### src/rtl/harness_cmd_encoder.sv
// harness_cmd_encoder
//
// Host-side end of the simulation-harness byte protocol. Turns high-level
// test requests (SAMPLE, QUIT, RST_ASSERT, RST_DEASSERT, STEP, LOAD) into the
// single-byte command stream the harness consumes. It also reassembles the
// harness's little-endian response bytes into one output vector.
//
// Ports
//   clk, rst          clock; asynchronous active-low reset
//   req_valid/ready   request handshake
//   req_op            0 SAMPLE, 1 QUIT, 2 RST_ASSERT, 3 RST_DEASSERT,
//                     4 STEP, 5 LOAD (6/7 invalid)
//   req_data          LOAD payload, sent least-significant byte first
//   req_count         STEP repeat count
//   tx_valid/ready    command byte handshake, tx_byte = command byte
//   rx_valid, rx_byte response byte strobe (no backpressure)
//   rsp_valid         one-cycle pulse when rsp_data is updated
//   rsp_data          last sampled output vector (word 0 in the low bits)
//   err               one-cycle pulse on an invalid op or a response timeout
//   halted            sticky once QUIT has been sent, cleared only by reset
//
// Optional feature: define HARNESS_CMD_TIMEOUT_EN to add a 1024-cycle
// watchdog in WAIT_RSP. It abandons a sample when response bytes stop arriving.

module harness_cmd_encoder #(
  parameter int INPUT_BYTES  = 4,
  parameter int OUTPUT_WORDS = 1
) (
  input  logic                      clk,
  input  logic                      rst,
  input  logic                      req_valid,
  output logic                      req_ready,
  input  logic [2:0]                req_op,
  input  logic [INPUT_BYTES*8-1:0]  req_data,
  input  logic [7:0]                req_count,
  output logic                      tx_valid,
  input  logic                      tx_ready,
  output logic [7:0]                tx_byte,
  input  logic                      rx_valid,
  input  logic [7:0]                rx_byte,
  output logic                      rsp_valid,
  output logic [OUTPUT_WORDS*32-1:0] rsp_data,
  output logic                      err,
  output logic                      halted
);

  localparam int DW = INPUT_BYTES * 8;
  localparam int RW = OUTPUT_WORDS * 32;
  localparam logic [15:0] LOAD_CNT = 16'(INPUT_BYTES);
  localparam logic [15:0] RSP_CNT  = 16'(OUTPUT_WORDS * 4);

  localparam logic [2:0] OP_SAMPLE = 3'd0;
  localparam logic [2:0] OP_QUIT   = 3'd1;
  localparam logic [2:0] OP_STEP   = 3'd4;
  localparam logic [2:0] OP_LOAD   = 3'd5;
  // Command byte for op N is 104 + N.
  localparam logic [7:0] OP_BASE   = 8'd104;

  typedef enum logic [2:0] {
    S_IDLE, S_SEND_OP, S_SEND_DATA, S_WAIT_RSP, S_HALTED
  } state_t;

  state_t          state, state_nxt;
  logic            live;
  logic [2:0]      op_q;
  logic [DW-1:0]   data_q;
  logic [15:0]     cnt;
  logic [RW-1:0]   stage;

  logic accept, op_ok, tx_fire, rx_take, rx_last, timeout;

  assign accept  = req_valid & req_ready;
  assign op_ok   = (req_op <= 3'd5);
  assign tx_fire = tx_valid & tx_ready;
  assign rx_take = (state == S_WAIT_RSP) & rx_valid;
  assign rx_last = rx_take & (cnt == 16'd1);

`ifdef HARNESS_CMD_TIMEOUT_EN
  logic [9:0] wd;

  always_ff @(posedge clk or negedge rst) begin
    if (!rst) begin
      wd <= 10'd0;
    end else if (state != S_WAIT_RSP || rx_valid) begin
      wd <= 10'd0;
    end else begin
      wd <= wd + 10'd1;
    end
  end

  // Fires on the 1024th consecutive silent cycle in WAIT_RSP.
  assign timeout = (state == S_WAIT_RSP) & ~rx_valid & (wd == 10'h3FF);
`else
  assign timeout = 1'b0;
`endif

  // State register and control counters
  always_ff @(posedge clk or negedge rst) begin
    if (!rst) begin
      state     <= S_IDLE;
      live      <= 1'b0;
      cnt       <= 16'd0;
      rsp_valid <= 1'b0;
      rsp_data  <= '0;
      err       <= 1'b0;
    end else begin
      state     <= state_nxt;
      live      <= 1'b1;
      rsp_valid <= rx_last;
      err       <= (accept & ~op_ok) | timeout;
      if (rx_last) begin
        rsp_data <= {rx_byte, stage[RW-1:8]};
      end
      if (accept) begin
        cnt <= {8'd0, req_count};
      end else if (state == S_SEND_OP && tx_fire) begin
        case (op_q)
          OP_LOAD:   cnt <= LOAD_CNT;
          OP_SAMPLE: cnt <= RSP_CNT;
          default:   cnt <= cnt - 16'd1;
        endcase
      end else if ((state == S_SEND_DATA && tx_fire) || rx_take) begin
        cnt <= cnt - 16'd1;
      end
    end
  end

  // Payload and response staging
  always_ff @(posedge clk) begin
    if (accept) begin
      op_q   <= req_op;
      data_q <= req_data;
    end else if (state == S_SEND_DATA && tx_fire) begin
      data_q <= data_q >> 8;
    end
    // Bytes arrive least-significant first, so shift in from the top.
    if (rx_take) begin
      stage <= {rx_byte, stage[RW-1:8]};
    end
  end

  // Next-state logic
  always_comb begin
    state_nxt = state;
    case (state)
      S_IDLE: begin
        // STEP with a zero count emits nothing and never leaves IDLE.
        if (accept && op_ok && !(req_op == OP_STEP && req_count == 8'd0)) begin
          state_nxt = S_SEND_OP;
        end
      end
      S_SEND_OP: begin
        if (tx_fire) begin
          case (op_q)
            OP_LOAD:   state_nxt = S_SEND_DATA;
            OP_SAMPLE: state_nxt = S_WAIT_RSP;
            OP_QUIT:   state_nxt = S_HALTED;
            OP_STEP:   state_nxt = (cnt == 16'd1) ? S_IDLE : S_SEND_OP;
            default:   state_nxt = S_IDLE;
          endcase
        end
      end
      S_SEND_DATA: begin
        if (tx_fire && cnt == 16'd1) begin
          state_nxt = S_IDLE;
        end
      end
      S_WAIT_RSP: begin
        if (rx_last || timeout) begin
          state_nxt = S_IDLE;
        end
      end
      S_HALTED:  state_nxt = S_HALTED;
      default:   state_nxt = S_IDLE;
    endcase
  end

  // Outputs
  always_comb begin
    req_ready = live & (state == S_IDLE);
    tx_valid  = (state == S_SEND_OP) | (state == S_SEND_DATA);
    halted    = (state == S_HALTED);
    case (state)
      S_SEND_OP:   tx_byte = OP_BASE + {5'd0, op_q};
      S_SEND_DATA: tx_byte = data_q[7:0];
      default:     tx_byte = 8'd0;
    endcase
  end

endmodule

### config.mk
export PLATFORM = sky130hd
export DESIGN_NAME = harness_cmd_encoder
export DESIGN_NICKNAME = d
export VERILOG_FILES = /design/src/rtl/harness_cmd_encoder.sv
export SDC_FILE = /design/constraint.sdc
export NUM_CORES = 1
export LEC_CHECK = 0
export BUFFER_PORTS_ARGS = -buffer_cell sky130_fd_sc_hd__buf_4
export CORE_MARGIN = 2
export CORE_UTILIZATION = 55
export CTS_CLUSTER_DIAMETER = 40
export CTS_CLUSTER_SIZE = 20
export DETAILED_ROUTE_END_ITERATION = 8
export HOLD_SLACK_MARGIN = 0.1
export PLACE_DENSITY = 0.78
export RECOVER_POWER = 25
export SLEW_MARGIN = 20
export SYNTH_ARGS = -nofsm -noshare
export SYNTH_HDL_FRONTEND = slang
export SYNTH_SLANG_ARGS = --single-unit
### constraint.sdc
create_clock -name clk -period 2.75 [get_ports clk]
set_input_delay 0.55 -clock clk [delete_from_list [all_inputs] [get_ports clk]]
set_output_delay 0.55 -clock clk [all_outputs]
set_load 0.03 [all_outputs]
==> reports/metrics.yaml <==
layout:
  drive_gt1_frac: 0.3320
  area_growth_syn_to_layout_pct: 27.46
  fin_nets: 563
  design_area_um2: 6377
  antenna_cells: 0
  final_core_util: 0.7277
  layout.cells.non_filler: 626
sta:
  finClkSkew_ns: 0.006257
  hold_viol_final: 0
  slew_violations: 0
  timing.slew.headroom: 0.1028
  worst_pin_slew_ns: 1.346
  setup_viol: 0
  finalSetupTns_ns: 0
  rsz0062_at_grt: "false"
  period_minus_slack_ns: 2.576
  fmax_ghz: 0.3881
  post-route-period-util: 0.9369
placed_design:
  place_hpwl_mm: 6.948
  numPortBuffers: 100
  routabilityCongestion: 0.8677
  placed_area_um2: 5826
  placedCellCount: 593
power_and_ir_drop:
  seqPwrFrac: 0.394
  swShare: 0.3346
  p_clk_frac: 0.367
  p_leak_nw: 2.871
  comb_power_share: 0.239
  switchingPower_mw: 1.935
  power_mw: 5.782
  ir_worst_vdd_uv: 586.1
  power.internal_mw: 3.847
  power_density_nw_per_um2: 906.6
clock_tree:
  path_clk_slew_ns: 0.06
  cts_root_buffer: "clkbuf_8"
  cts_buffer_depth: 2
  cts_made_buffers: 17
  cts.htree.levels: 4
  cts_tree: "yes"
  cts_sinks: 113
  clock_latency_ns: 0.51
global_routing:
  antenna_found_initial: 0
  grt_pass1_vias: 3348
  grt_max_degree: 55
  grt_overflow: 0
  grt_pass1_wl_mm: 16.51
  grt_use_total: 0.2173
setup_path:
  worstPathCellList: "nor2b_2 > a22oi_1 > nor2_1 > buf_4"
  ff2ff_path_depth: 8
  end_kind: "output port"
  worstSetupStartpoint: "state[1]$_DFFE_PN0P_"
  worstPathArrival_ns: 2.03
  critPathKind: "reg -> out"
  crit_path_max_incr_delay_ns: 0.65
  cp.required_ns: 2.20
  cp_max_fo: 16
  cp-start-kind: "register"
  worstReg2RegStart: "cnt[1]$_DFFE_PN0P_"
  cp_slowest_cell: "dfrtp_1"
detailed_routing:
  drc_errors: 0
  viasPerCell: 5.428
  num_vias: 3398
  drtIter0Drc: 195
  ant_nets: 0
  totalWireLength_mm: 10.28
  wl_per_cell_um: 16.42
  dr.pass1.iters: 4
min_path:
  hp-start: "req_op[0]"
  min_path_cells: 1
  hold_path.class: "in -> reg"
logic_synthesis:
  synth.cell_area_um2: 5004
  synth_edf_count: 59
  ys_seq_elements: 113
  ys_warn_count: 0
  ys_seq_area_frac: 0.6242
  async_flop_share: 0.4779
  synth_cells: 396
  avgSynthCellArea_um2: 12.64
  yosysUniqueCellTypes: 55
  synthesis.nets: 454
  synth_flop_cell: "edfxtp_1"
run:
  drv_cap: 0
floorplan:
  io_pins: 101
  core-area_um2: 8763
  rows: 34
  start_util: 0.5710
  fp.dieArea_um2: 9876
  fp.dieW_um: 99.38
  die_h_um: 99.38
status:
  status: "complete, no violations"
-- cell usage after synthesis (3+ instances only) --
cell type  instances  area (um2)
nand2_1           84       315.3
nor3_1            13       65.06
and2_1            13       81.33
a21oi_1            8       40.04
buf_12             3       60.06
o21ai_1            7       35.03
nor2_1            24       90.09
edfxtp_1          59        1772
nor4b_1            4       35.03
a22oi_1            3       22.52
a221o_1            5       50.05
nor4_1             9       56.30
xnor2_1            7       61.31
or3_1              3       18.77
o21ai_0            3       15.01
buf_2              4       20.02
dfrtp_1           54        1351
clkbuf_1          10       37.54
inv_1              5       18.77
mux2_4            30       450.4
nand3_1            4       20.02
-- cell families after synthesis --
| group | synth area share |
|---|---|
| simple gates | 0.1778 |
| flops | 0.6242 |
| compound gates | 0.04776 |
| mux | 0.09877 |
| buf+inv | 0.03176 |
| xor+xnor | 0.01400 |
| fa+ha+maj | 0.005000 |
| other cells | 0.0007495 |
-- path summary, 6_finish.rpt --
| path | slack [ns] | end |
|---|---|---|
| worst max-delay path | 0.17 | tx_byte[2] |
| min in group asynchronous | 0.88 | cnt[9]$_DFFE_PN0P_ |
| worst min register to register | 0.45 | stage[21]$_DFFE_PP_ |
| max in group asynchronous | 1.05 | rsp_data[29]$_DFFE_PN0P_ |
| worst min-delay path | 0.25 | op_q[0]$_DFFE_PN_ |
| worst max register to register | 0.37 | rsp_data[7]$_DFFE_PN0P_ |
-- worst max-delay path, delay by kind of cell, from the launching register on --
family	cells	cell delay, ns
compound gates	1	0.11
buf+inv	1	0.20
flops	1	0.65
simple gates	2	0.56
-- cell usage in the layout (no fill, tap or decap), types with 3 or more instances in the layout --
master and count:
inv_6 7, clkbuf_16 16, mux2_4 30, a22oi_1 3
nand2_1 84, o21ai_0 3, nand3_1 4, xnor2_1 7
o21ai_1 7, a221o_1 5, nor4_1 9, dfrtp_1 54
clkbuf_1 9, inv_1 5, nor3_1 13, buf_4 95
nor2_1 24, edfxtp_1 59, or3_1 3, inv_8 5
nor4b_1 4, and2_1 13, a21oi_1 8
-- metal layers --
layer / vias up / track usage / part of all wire
met2: 125 / 0.3581 / 0.50
met4: 0 / 0.09589 / 0.015
met1: 1618 / 0.2710 / 0.43
met5: - / 0 / 0
met3: 12 / 0.05833 / 0.062
li1: 1643 / - / -
-- power by group through the flow --
stage	clock network (mW)	registers (mW)	logic, mW
finish	2.12	2.28	1.38
global placement	0	2.29	1.34
CTS	2.15	2.27	1.39
floorplan	0	2.21	1.01
global route	2.22	2.31	1.53
detailed placement	0	2.30	1.38
-- state kept, by name, summed over array words and instances, names as in the netlist --
| register | cells |
|---|---|
| stage | 24 |
| err | 1 |
| state | 3 |
| op_q | 3 |
| rsp_data | 32 |
| rsp_valid | 1 |
| cnt | 16 |
| data_q | 32 |
| live | 1 |
-- area by class of cell --
type                       count  area, um2
tap                          108      135.1
fill                         592       2386
inverter                       6      22.52
timing repair buffer         109      797.0
clock buffer                  17      414.1
multi-input combinational    258       1724
sequential                   113       3123
clock inverter                15      161.4
-- what timing repair did --
item | 4_1_cts | 5_1_grt
endpoints found under the hold margin | 17 | 0
gates resized for setup | 0 | 1
buffers inserted | 0 | 0
setup endpoints to repair | 0 | 2
hold buffers | 1 | 0
-- per-stage QoR --
step | hold slack [ns] | worst slack (ns)
6_report | 0.2515 | 0.1736
5_1_grt | 0.2385 | 0.03685
4_1_cts | 0.2030 | 0.08071
3_5_place_dp | 0.4364 | 0.3928
3_3_place_gp | 0.4297 | 0.4714
2_1_floorplan | 0.2544 | 0.4476
Note: power is estimated with default switching activity, not from simulation.
